<file path="src/rtl/iomem_stream_pkg.sv">
// Shared constants for the iomem stream FIFO peripheral: register map, STATUS/CTRL layout.
package iomem_stream_pkg;

  localparam logic [7:0] ADDR_HI_DEF = 8'h04;

  localparam logic [1:0] OFF_TXDATA = 2'd0;
  localparam logic [1:0] OFF_RXDATA = 2'd1;
  localparam logic [1:0] OFF_STATUS = 2'd2;
  localparam logic [1:0] OFF_CTRL   = 2'd3;

  localparam int unsigned ST_TX_FULL  = 0;
  localparam int unsigned ST_TX_EMPTY = 1;
  localparam int unsigned ST_RX_FULL  = 2;
  localparam int unsigned ST_RX_EMPTY = 3;
  localparam int unsigned ST_TX_OVF   = 4;
  localparam int unsigned ST_RX_UNF   = 5;
  localparam int unsigned ST_TX_LVL   = 8;
  localparam int unsigned ST_RX_LVL   = 16;

  localparam int unsigned CT_TX_EN     = 0;
  localparam int unsigned CT_RX_IRQ_EN = 1;
  localparam int unsigned CT_FLUSH     = 2;

  // STATUS read word; last member is bit 0
  typedef struct packed {
    logic [7:0] rsvd_hi;
    logic [7:0] rx_level;
    logic [7:0] tx_level;
    logic [1:0] rsvd_lo;
    logic       rx_unf;
    logic       tx_ovf;
    logic       rx_empty;
    logic       rx_full;
    logic       tx_empty;
    logic       tx_full;
  } status_t;

endpackage

</file>
<file path="src/rtl/iomem_stream_fifo_sync_fifo.sv">
// Single-clock show-ahead FIFO with extra-MSB pointers; flush overrides push/pop.
module sync_fifo #(
  parameter int unsigned DEPTH = 16,
  parameter int unsigned WIDTH = 32
) (
  input  logic             clk,
  input  logic             reset,
  input  logic             push_i,
  input  logic             pop_i,
  input  logic             flush_i,
  input  logic [WIDTH-1:0] wdata_i,
  output logic [WIDTH-1:0] head_o,
  output logic             full_o,
  output logic             empty_o,
  output logic [7:0]       level_o
);

  localparam int unsigned AW = $clog2(DEPTH);
  localparam int unsigned PW = AW + 1;

  logic [PW-1:0]    wptr_q, wptr_d, rptr_q, rptr_d;
  logic [WIDTH-1:0] mem_q [DEPTH];
  logic             do_push, do_pop;

  assign full_o  = (wptr_q[AW] != rptr_q[AW]) && (wptr_q[AW-1:0] == rptr_q[AW-1:0]);
  assign empty_o = (wptr_q == rptr_q);
  assign level_o = 8'(wptr_q - rptr_q);
  assign head_o  = mem_q[rptr_q[AW-1:0]];

  // Full/empty are pre-edge, so a push to a full FIFO is refused even alongside a pop
  assign do_push = push_i & ~full_o;
  assign do_pop  = pop_i & ~empty_o;

  always_comb begin
    wptr_d = wptr_q;
    rptr_d = rptr_q;
    if (flush_i) begin
      wptr_d = '0;
      rptr_d = '0;
    end else begin
      if (do_push) wptr_d = wptr_q + PW'(1);
      if (do_pop)  rptr_d = rptr_q + PW'(1);
    end
  end

  always_ff @(posedge clk) begin
    if (reset) begin
      wptr_q <= '0;
      rptr_q <= '0;
    end else begin
      wptr_q <= wptr_d;
      rptr_q <= rptr_d;
    end
  end

  always_ff @(posedge clk) begin
    if (do_push && !flush_i) mem_q[wptr_q[AW-1:0]] <= wdata_i;
  end

endmodule

</file>
<file path="src/rtl/iomem_stream_fifo.sv">
// iomem slave bridging CPU register accesses to a TX and an RX word stream.
module iomem_stream_fifo
  import iomem_stream_pkg::*;
#(
  parameter logic [7:0]  ADDR_HI = ADDR_HI_DEF,
  parameter int unsigned DEPTH   = 16,
  parameter int unsigned DATA_W  = 32
) (
  input  logic              clk,
  input  logic              reset,
  input  logic              iomem_valid,
  output logic              iomem_ready,
  input  logic [3:0]        iomem_wstrb,
  input  logic [31:0]       iomem_addr,
  input  logic [31:0]       iomem_wdata,
  output logic [31:0]       iomem_rdata,
  output logic              tx_valid,
  output logic [DATA_W-1:0] tx_data,
  input  logic              tx_ready,
  input  logic              rx_valid,
  input  logic [DATA_W-1:0] rx_data,
  output logic              rx_ready,
  output logic              irq
);

  logic        ready_q, ready_d;
  logic [31:0] rdata_q, rdata_d;
  logic        tx_en_q, tx_en_d, irq_en_q, irq_en_d;
  logic        tx_ovf_q, tx_ovf_d, rx_unf_q, rx_unf_d;
  logic        irq_q, irq_d;

  logic        hit, wr, flush_c;
  logic [1:0]  off;
  logic [31:0] tx_wdata;
  logic        tx_full, tx_empty, rx_full, rx_empty;
  logic [7:0]  tx_level, rx_level;
  logic [DATA_W-1:0] tx_head, rx_head;
  status_t     status;
  logic        unused_addr;

  assign unused_addr = ^{iomem_addr[23:4], iomem_addr[1:0]};

  assign hit     = iomem_valid & ~ready_q & (iomem_addr[31:24] == ADDR_HI);
  assign off     = iomem_addr[3:2];
  assign wr      = |iomem_wstrb;
  assign flush_c = hit & (off == OFF_CTRL) & iomem_wstrb[0] & iomem_wdata[CT_FLUSH];

  // Unstrobed byte lanes are pushed as zero
  always_comb begin
    for (int b = 0; b < 4; b++) tx_wdata[8*b +: 8] = iomem_wstrb[b] ? iomem_wdata[8*b +: 8] : 8'h00;
  end

  sync_fifo #(.DEPTH(DEPTH), .WIDTH(DATA_W)) u_tx_fifo (
    .clk     (clk),
    .reset   (reset),
    .push_i  (hit & (off == OFF_TXDATA) & wr),
    .pop_i   (tx_valid & tx_ready),
    .flush_i (flush_c),
    .wdata_i (tx_wdata),
    .head_o  (tx_head),
    .full_o  (tx_full),
    .empty_o (tx_empty),
    .level_o (tx_level)
  );

  sync_fifo #(.DEPTH(DEPTH), .WIDTH(DATA_W)) u_rx_fifo (
    .clk     (clk),
    .reset   (reset),
    .push_i  (rx_valid & rx_ready),
    .pop_i   (hit & (off == OFF_RXDATA) & ~wr),
    .flush_i (flush_c),
    .wdata_i (rx_data),
    .head_o  (rx_head),
    .full_o  (rx_full),
    .empty_o (rx_empty),
    .level_o (rx_level)
  );

  always_comb begin
    status          = '0;
    status.tx_full  = tx_full;
    status.tx_empty = tx_empty;
    status.rx_full  = rx_full;
    status.rx_empty = rx_empty;
    status.tx_ovf   = tx_ovf_q;
    status.rx_unf   = rx_unf_q;
    status.tx_level = tx_level;
    status.rx_level = rx_level;
  end

  // Register decode: all side effects land on the edge that samples the hit
  always_comb begin
    ready_d  = hit;
    rdata_d  = '0;
    tx_en_d  = tx_en_q;
    irq_en_d = irq_en_q;
    tx_ovf_d = tx_ovf_q;
    rx_unf_d = rx_unf_q;
    irq_d    = irq_en_q & ~rx_empty;
    if (hit) begin
      unique case (off)
        OFF_TXDATA: if (wr && tx_full) tx_ovf_d = 1'b1;
        OFF_RXDATA: begin
          if (!wr) begin
            if (rx_empty) rx_unf_d = 1'b1;
            else          rdata_d  = 32'(rx_head);
          end
        end
        OFF_STATUS: begin
          if (!wr) rdata_d = status;
          if (iomem_wstrb[0]) begin
            if (iomem_wdata[ST_TX_OVF]) tx_ovf_d = 1'b0;
            if (iomem_wdata[ST_RX_UNF]) rx_unf_d = 1'b0;
          end
        end
        OFF_CTRL: begin
          if (!wr) rdata_d = {30'd0, irq_en_q, tx_en_q};
          if (iomem_wstrb[0]) begin
            tx_en_d  = iomem_wdata[CT_TX_EN];
            irq_en_d = iomem_wdata[CT_RX_IRQ_EN];
          end
        end
        default: ;
      endcase
    end
  end

  always_ff @(posedge clk) begin
    if (reset) begin
      ready_q  <= 1'b0;
      rdata_q  <= '0;
      tx_en_q  <= 1'b0;
      irq_en_q <= 1'b0;
      tx_ovf_q <= 1'b0;
      rx_unf_q <= 1'b0;
      irq_q    <= 1'b0;
    end else begin
      ready_q  <= ready_d;
      rdata_q  <= rdata_d;
      tx_en_q  <= tx_en_d;
      irq_en_q <= irq_en_d;
      tx_ovf_q <= tx_ovf_d;
      rx_unf_q <= rx_unf_d;
      irq_q    <= irq_d;
    end
  end

  assign iomem_ready = ready_q;
  assign iomem_rdata = rdata_q;
  assign tx_valid    = tx_en_q & ~tx_empty;
  assign tx_data     = tx_head;
  assign rx_ready    = ~rx_full;
  assign irq         = irq_q;

endmodule
</file>
<file path="config.mk">
export PLATFORM = sky130hd
export DESIGN_NAME = iomem_stream_fifo
export DESIGN_NICKNAME = d
export VERILOG_FILES = /design/src/rtl/iomem_stream_pkg.sv /design/src/rtl/iomem_stream_fifo_sync_fifo.sv /design/src/rtl/iomem_stream_fifo.sv
export SDC_FILE = /design/constraint.sdc
export NUM_CORES = 1
export LEC_CHECK = 0
export ABC_AREA = 1
export ABC_CLOCK_PERIOD_IN_PS = 10400
export BUFFER_PORTS_ARGS = -buffer_cell sky130_fd_sc_hd__buf_2
export CORE_ASPECT_RATIO = 0.75
export CORE_MARGIN = 4
export CORE_UTILIZATION = 30
export CTS_CLUSTER_DIAMETER = 150
export DETAILED_ROUTE_END_ITERATION = 7
export SLEW_MARGIN = 20
export SYNTH_ARGS = -nofsm -noshare
export SYNTH_HDL_FRONTEND = slang
export SYNTH_SLANG_ARGS = --single-unit
</file>
<file path="constraint.sdc">
create_clock -name clk -period 10.4 [get_ports clk]
set_clock_uncertainty 0.05 [all_clocks]
set_input_delay 1.04 -clock clk [delete_from_list [all_inputs] [get_ports clk]]
set_output_delay 1.04 -clock clk [all_outputs]
set_load 0.005 [all_outputs]
</file>
# [After elaboration in Yosys (flattened, before gate mapping)]
# Memories as Yosys holds them, arrays and structs flattened. A register that Yosys moved wholly into a read port is not among the register bits.
# Index checks and enable logic that the tools add are counted.
[totals] ff_bits=58 input_bits=105 ram_bits=1024 mem_count=2 output_inout_bits=68 word_cells=100
[memory_table] name="u_rx_fifo.mem_q" words=16 word_bits=32 read_ports=1 rd_clocked_by_memory_dff=1 wr=1 line_no="iomem_stream_fifo_sync_fifo.sv:22" source="logic [WIDTH-1:0] mem_q [DEPTH];"
[memory_table] name="u_tx_fifo.mem_q" words=16 word_bits=32 read_ports=1 rd_clocked_by_memory_dff=1 wr=1 line_no="iomem_stream_fifo_sync_fifo.sv:22"
[classes] add_sub_neg=6 reduce_logical=15 bitwise_logic=24 eq_ne=16 muxes=26
[op_table] operator="32-bit one-hot mux with 3 select lines" n=1
[op_table] operator="32-bit two-way mux" n=2
[op_table] operator="8-bit two-way mux" n=4
[op_table] operator="24-bit two-way mux" n=1
[op_table] operator="5-bit by 1-bit adder with 5-bit output (second input constant)" n=4
[op_table] operator="1-bit AND" n=17
[op_table] operator="4-bit two-way mux" n=4
[op_table] operator="5-bit by 5-bit subtractor with 6-bit output" n=2
[op_table] operator="1-bit two-way mux" n=11
[op_table] operator="5-bit == test" n=2
[op_table] operator="2-bit inequality test (second input constant)" n=5
[op_table] operator="4-bit == test" n=2
[op_table] operator="8-bit by 3-bit == test with 1-bit output (second input constant)" n=1
[op_table] operator="1-bit NOT" n=7
[op_table] operator="6-bit AND reduction" n=1
[op_table] operator="1-bit logical AND" n=5
[op_table] operator="5-bit AND reduction" n=1
[op_table] operator="2-bit == test (second input constant)" n=2
[op_table] operator="1-bit one-hot mux with 2 select lines" n=2
[op_table] operator="2-bit nonzero test" n=2
[op_table] operator="2-bit OR reduction" n=2
[op_table] operator="4-bit OR reduction" n=1
[op_table] operator="3-bit AND reduction" n=1
[op_table] operator="2-bit by 1-bit == test with 1-bit output (second input constant)" n=1
[op_table] operator="other kinds (5)" n=6

# [Logic depth before layout (Yosys ltp)]
# Gate-level depths: netlist of the first run.
[logic_depth] ltp_word=10 depth_mapped=12 ltp_nobuf=11

# [By module]
# A second synthesis of the first run with hierarchy kept.
[hier_totals] hier_cells=4667 hier_area_um2=47742.0
[by_module_without_submodules] module="sync_fifo (u_tx_fifo)" area_per_inst_um2=22958.3 instances=1 cells_per_inst=2207
[by_module_without_submodules] module="sync_fifo (u_rx_fifo)" area_per_inst_um2=22952.0 instances=1 cells_per_inst=2207
[by_module_without_submodules] module="iomem_stream_fifo" area_per_inst_um2=1831.8 instances=1 cells_per_inst=253

# [Worst setup path before layout of the first run]
# Ideal clock, no wire load.
[synth_timing] kind="input port to flip-flop" start="input port iomem_addr[28]" end="memory u_rx_fifo.mem_q[10][0] (enable)" setup_time_ns=0.461 path_buffers=1 arrival_time_ns=3.905 setup_slack_ns=5.984 cell_stages=9 path_cell_list="inv_1 nand2_1 nor2_2 inv_1 nor2_4 nand4_1 nand2_2 buf_2 nor3_1"
[synth_via] elab_chain_len=9
[synth_lines] item="from (decl)" line_no="iomem_stream_fifo.sv:14" source="input logic [31:0] iomem_addr,"
[synth_lines] item="8-bit by 3-bit == test with 1-bit output" line_no="iomem_stream_fifo.sv:43" source="assign hit = iomem_valid & ~ready_q & (iomem_addr[31:24] == ADDR_HI);"
[synth_lines] item="1-bit AND" line_no="iomem_stream_fifo.sv:43"
[synth_lines] item="1-bit AND (3 in series)" line_no="iomem_stream_fifo.sv:46" source="assign flush_c = hit & (off == OFF_CTRL) & iomem_wstrb[0] & iomem_wdata[CT_FLUSH];"
[synth_lines] item="1-bit zero test" line_no="iomem_stream_fifo_sync_fifo.sv:57" source="if (do_push && !flush_i) mem_q[wptr_q[AW-1:0]] <= wdata_i;"
[synth_lines] item="1-bit logical AND" line_no="iomem_stream_fifo_sync_fifo.sv:57"
[synth_lines] item="1-bit two-way mux" line_no="iomem_stream_fifo_sync_fifo.sv:57"
[synth_lines] item="1-bit two-way mux (implied by the code)" line_no="iomem_stream_fifo_sync_fifo.sv:57"
[synth_lines] item="to (decl)" line_no="iomem_stream_fifo_sync_fifo.sv:22"
# No other way between the ends.

==> results of run 1 <==
-- state kept, by name (all words and copies together), names as in the netlist, 5 cells and up, named ones only --
| register | cells |
|---|---|
| iomem_rdata | 32 |
| u_rx_fifo.mem_q | 512 |
| u_rx_fifo.rptr_q | 5 |
| u_rx_fifo.wptr_q | 5 |
| u_tx_fifo.mem_q | 512 |
| u_tx_fifo.rptr_q | 5 |
| u_tx_fifo.wptr_q | 5 |
-- layout make-up --
cell class	count	area (um^2)
inverter	288	1096
timing repair buffer	203	1152
sequential	1090	32100
clock buffer	146	2959
fill	14370	96390
antenna	10	25.02
clock inverter	61	679.4
multi-input combinational	2211	10420
tap	1984	2482
-- cells in the final DEF (no fill, tap or decap), types with 4 or more instances in the layout --
cell type / n
clkinv_2: 21
clkbuf_16: 111
clkinv_16: 4
xor2_1: 5
clkinvlp_4: 4
buf_2: 150
clkbuf_8: 5
inv_6: 5
a21oi_1: 42
buf_4: 52
inv_2: 5
nor2_2: 7
nand4_1: 5
nand3b_1: 4
clkinv_1: 16
nand2_2: 5
o22ai_1: 40
nand3_1: 341
nor2_1: 502
dfxtp_4: 6
clkbuf_1: 30
ha_1: 20
o21ai_0: 341
nor3_1: 13
nor2_4: 20
nand2_1: 686
dfxtp_1: 58
edfxtp_1: 1024
bufinv_16: 10
o21ai_1: 20
o211ai_1: 128
inv_1: 280
nor3_2: 17
diode_2: 10
-- logic make-up (layout without fill, tap and decap cells) --
family                     count (synthesis)  in the layout  share of synthesized area [%]
other                                      0             10                              0
xor gates and xnor gates                   7              7                         0.1379
adders and majority gates                 22             22                         0.6531
and+or+nand+nor                         1607           1607                          14.88
AOI/OAI and AO/OA                        575            575                          7.328
DFF                                     1090           1090                          72.16
buffers and inverters                    508            698                          4.842
-- how the worst max path moves through the flow --
| stage | start | endpoint | slack [ns] | cells after the start |
|---|---|---|---|---|
| floorplan | iomem_addr[28] | u_rx_fifo.mem_q[10][0] | 5.98 | 9 |
| global placement | flip-flop | tx_data[24] | 5.56 | 10 |
| detailed placement | flip-flop | tx_data[26] | 5.57 | 10 |
| CTS | flip-flop | tx_data[26] | 4.78 | 10 |
| global route | flip-flop | tx_data[22] | 4.49 | 10 |
| finish | flip-flop | tx_data[24] | 4.93 | 10 |
-- worst min-delay path, stage by stage, from the launching register on --
cell     delay (ns)
dfxtp_1        0.31
nand2_1        0.06
a21oi_1        0.05
-- where the power goes --
group	switching, mW	internal, mW	total, mW
sequential	0.00482	4.81	4.82
clock	1.70	2.26	3.97
combinational	0.114	0.0303	0.144
-- per-layer routing --
layer / track usage, % / share of wire (%) / vias to the layer above
met5: 0 / 0 / -
met4: 6.732 / 4.5 / 0
met3: 2.249 / 5.7 / 198
met2: 23.78 / 47 / 899
met1: 19.76 / 43 / 13700
li1: - / - / 13440
==> impl_metrics.tcl, run 1 <==
set metrics [dict create \
    rows 122 \
    peakVddDrop_mv 0.1355 \
    synth_nets 3936 \
    dp.cells 5776 \
    drive_gt1_share_pct 10.83 \
    fin_util_pct 34.56 \
    clock_sinks 1090 \
    yosys_warnings 0 \
    cts_tree "built" \
    slew_viol_final 0 \
    tightest_slew_ns 1.081 \
    total_power_mw 8.928 \
    insertion_delay_ns 0.72 \
    crit_path_end_kind "output port" \
    arrival_ns 4.38 \
    whs_endpoint "u_tx_fifo.rptr_q[4]" \
    fmax_mhz 182.9 \
    powerDensity_nw_per_um2 175.4 \
    ant_nets 0 \
    crit_slowest_cell "buf_4" \
    synthFlopType "edfxtp_1" \
    grt_pass1_vias 26850 \
    hold_class "flip-flop to flip-flop" \
    fin_crit_ns 5.466 \
    cp_slowest_stage_delay_ns 0.82 \
    dpl.hpwl_um 59240 \
    required_ns 9.31 \
    critPathBufInv 4 \
    synth_area_per_cell_um2 11.67 \
    drt_first_iter_violations 2877 \
    nets 4032 \
    num_vias 28240 \
    finalHoldViolations 0 \
    start_kind "flip-flop" \
    grt_start_max_net_pins 106 \
    yosys-top-cells-count "edfxtp_1, nand2_1, nor2_1" \
    root_buffer "clkbuf_16" \
    cts-resized-gates 0 \
    portBuffers 150 \
    hold_depth 2 \
    wl_um 117400 \
    gp_congestion 0.7742 \
    syn_to_final_growth_pct 14.55 \
    synth_edf_count 1024 \
    setup_viol 0 \
    synth_cell_types 37 \
    crit_family "buffers and inverters" \
    ys_async_sr_fraction_pct 0 \
    hold_slack_ns 0.4166 \
    cts_setup_buffers 0 \
    slew_headroom_pct 27.96 \
    h-tree-depth 3 \
    die-area_um2 154400 \
    ys_seq_elements 1090 \
    cp_cell_sequence "inv_8, buf_4, buf_4, nor2_1, nor2_1, o21ai_0, o211ai_1, nand3_1, nand2_1, buf_2" \
    cellLeakagePower_nw 17.99 \
    r2r-end "iomem_rdata[15]" \
    rsz0062_at_grt "false" \
    setup_slack_ns 4.934 \
    initial_core_util_pct 30.17 \
    grt_pass1_wl_um 173300 \
    fin_setup_tns_ns 0 \
    synth.cell_area_um2 44450 \
    firstDrtPassIters 6 \
    final_area_um2 50910 \
    core_um2 147300 \
    antenna_found_initial 15 \
    ios 173 \
    hp-start "u_tx_fifo.rptr_q[4]" \
    cts_made_buffers 111 \
    fin_crit_sh_pct 52.56 \
    grt_usage_pct 14.78 \
    yosys-top-cells-area "edfxtp_1, nand2_1, nor2_1" \
    routedWlPerCell_um 19.59 \
    maxCapViolCount 0 \
    viasPerCell 4.711 \
    clkTransAtPathRegs_ns 0.06 \
    yosysMostFrequentCell "edfxtp_1" \
    r2r_slack_ns 6.83 \
    synth_largest_area_cell "edfxtp_1" \
    worstPathMaxFanout 105 \
    grt_overflow_total 0 \
    outcome "completed" \
    place_ws_ns 5.570 \
    ys_seq_area_share_pct 72.16 \
    drc 0 \
    clockBufferDepth 3 \
    dpl-instance-area_um2 47250 \
    cts_hold_buf 0 \
    fin_cells 5993 \
    path_class "flip-flop to output port" \
    die_w_um 452.4 \
    fp.dieH_um 341.3 \
    reg2reg_depth 10 \
    yosys.area.top_type_share_pct 69.19 \
    synth_cells 3809 \
]
(Power assumes the default switching activity.)
==> inputs of run 2 (changes only) <==
Settings changed: ABC_CLOCK_PERIOD_IN_PS 10400 to 4780.
Clock period 10.4 ns to 4.78 ns, I/O delays scaled along.
==> run 2 against run 1 <==
Effect of this change:
- clock-buffer cell count is 5 higher
- hold slack worse by 0.35 ns
- clock power is 110% higher
- routed wire length is 1.0% lower
- cell count hardly changed
- global-route usage is 0.20 points lower
- power is 110% higher
- cell area hardly changed
- setup slack worse by 3.7 ns
- largest power group unchanged
==> impl_metrics.tcl, run 2 (synthesized netlist as in run 1, its figures left out) <==
set metrics [dict create \
    arrival_ns 2.99 \
    clock_sinks 1090 \
    required_ns 4.25 \
    pwr-share-seq_pct 55.1 \
    p_clk_share_pct 43.2 \
    fin_crit_sh_pct 73.57 \
    crit_path_end_kind "output port" \
    drc 0 \
    fin_crit_ns 3.517 \
    path_class "flip-flop to output port" \
    place_ws_ns 1.442 \
    core_um2 147300 \
    slew_viol_final 0 \
    firstDrtPassIters 6 \
    initial_core_util_pct 30.17 \
    insertion_delay_ns 0.70 \
    nets 4042 \
    grt_pass1_vias 26490 \
    rsz0062_at_grt "false" \
    clkTransAtPathRegs_ns 0.06 \
    swShare_pct 20.25 \
    fp.dieH_um 341.3 \
    p_sw_mw 3.850 \
    clockBufferDepth 3 \
    maxCapViolCount 0 \
    ios 173 \
    layout_common_cells "edfxtp_1, nand2_1, nor2_1" \
    routedWlPerCell_um 19.39 \
    finalHoldViolations 0 \
    cts_made_buffers 110 \
    fmax_mhz 284.4 \
    outcome "completed" \
    portBuffers 150 \
    critPathBufInv 2 \
    die-area_um2 154400 \
    crit_family "flip-flops" \
    internal_power_mw 15.16 \
    rows 122 \
    cts_tree "built" \
    cp_slowest_stage_delay_ns 0.83 \
    viasPerCell 4.726 \
    powerDensity_nw_per_um2 373.7 \
    worstPathMaxFanout 69 \
    cts_hold_buf 2 \
    cts_setup_buffers 0 \
    ant_nets 0 \
    h-tree-depth 3 \
    crit_slowest_cell "dfxtp_4" \
    setup_slack_ns 1.263 \
    die_w_um 452.4 \
    busiest_layer "met2" \
    wl_um 116200 \
    power_frac_comb_pct 1.7 \
    fin_util_pct 34.54 \
    syn_to_final_growth_pct 14.49 \
    setup_viol 0 \
    cellLeakagePower_nw 17.97 \
    cts-resized-gates 0 \
    grt_overflow_total 0 \
    peakVddDrop_mv 0.3113 \
    hold_slack_ns 0.06703 \
    use_met1_pct 20.31 \
    dpl.hpwl_um 61390 \
    num_vias 28340 \
    final_common_cell "edfxtp_1" \
    fin_cells 5996 \
    start_kind "flip-flop" \
    met2_usage_pct 22.93 \
    hold_class "input pin to flip-flop" \
    root_buffer "clkbuf_16" \
    antenna_found_initial 14 \
    tightest_slew_ns 1.104 \
    grt_usage_pct 14.58 \
    grt_pass1_wl_um 171500 \
    cp_cell_sequence "buf_4, o21ai_0, o211ai_1, nand3_1, nand2_1, buf_2" \
    dp.cells 5785 \
    drive_gt1_share_pct 10.54 \
    grt_start_max_net_pins 257 \
    grt.met3_usage_pct 2.003 \
    fin_setup_tns_ns 0 \
    slew_headroom_pct 26.03 \
    gp_congestion 0.8030 \
    drt_first_iter_violations 2821 \
]
## run 2: worst paths after layout
| kind | slack [ns] | cells past startpoint | from | to |
|---|---|---|---|---|
| max reg2reg | 1.46 | 10 | u_rx_fifo.rptr_q[2] | u_rx_fifo.mem_q[6][23] |
| min reg2reg | 0.42 | 2 | u_tx_fifo.rptr_q[4] | u_tx_fifo.rptr_q[4] |
| max | 1.26 | 6 | flip-flop | tx_data[21] |
| min | 0.07 | 3 | tx_ready | u_tx_fifo.rptr_q[4] |
## run 2: power groups by stage
| stage | Sequential [mW] | Combinational (mW) | Clock, mW |
|---|---|---|---|
| after global routing | 10.5 | 0.356 | 8.77 |
| after CTS | 10.5 | 0.320 | 8.39 |
| final | 10.5 | 0.319 | 8.21 |
| after floorplan | 10.7 | 0.138 | 0 |
| after global placement | 10.7 | 0.309 | 0 |
| after detailed placement | 10.7 | 0.317 | 0 |
## run 2: worst register-to-register path, stage by stage, from the launching register on
cell and delay (ns):
dfxtp_1 0.37, inv_1 0.09, ha_1 0.36, nand2_1 0.11
nor2_1 0.07, nand2_1 0.13, nand2_2 0.13, inv_1 0.15
nand2_2 0.30, nor3_2 0.93, buf_12 0.32
## run 2: final cells by class
type / instances / area [um^2]
antenna: 7 / 17.52
clock buffer: 151 / 2938
clock inverter: 51 / 476.7
fill: 14400 / 96420
inverter: 288 / 1096
multi-input combinational: 2211 / 10430
sequential: 1090 / 32100
tap: 1984 / 2482
timing repair buffer: 214 / 1349
## run 2: metrics by stage
stage	total power, mW	instance area [um^2]
6_report	19.01	50880
5_1_grt	19.61	50880
4_1_cts	19.19	50870
3_5_place_dp	11.00	47430
3_3_place_gp	10.99	47430
2_1_floorplan	10.83	44450
## run 2: routing by layer
metal / routed length, um / share of wire (%) / up-vias
met5: 0 / 0 / -
met4: 5006 / 4.3 / 0
met3: 6634 / 5.7 / 199
met2: 53060 / 46 / 879
met1: 51540 / 44 / 13790
li1: - / - / 13470
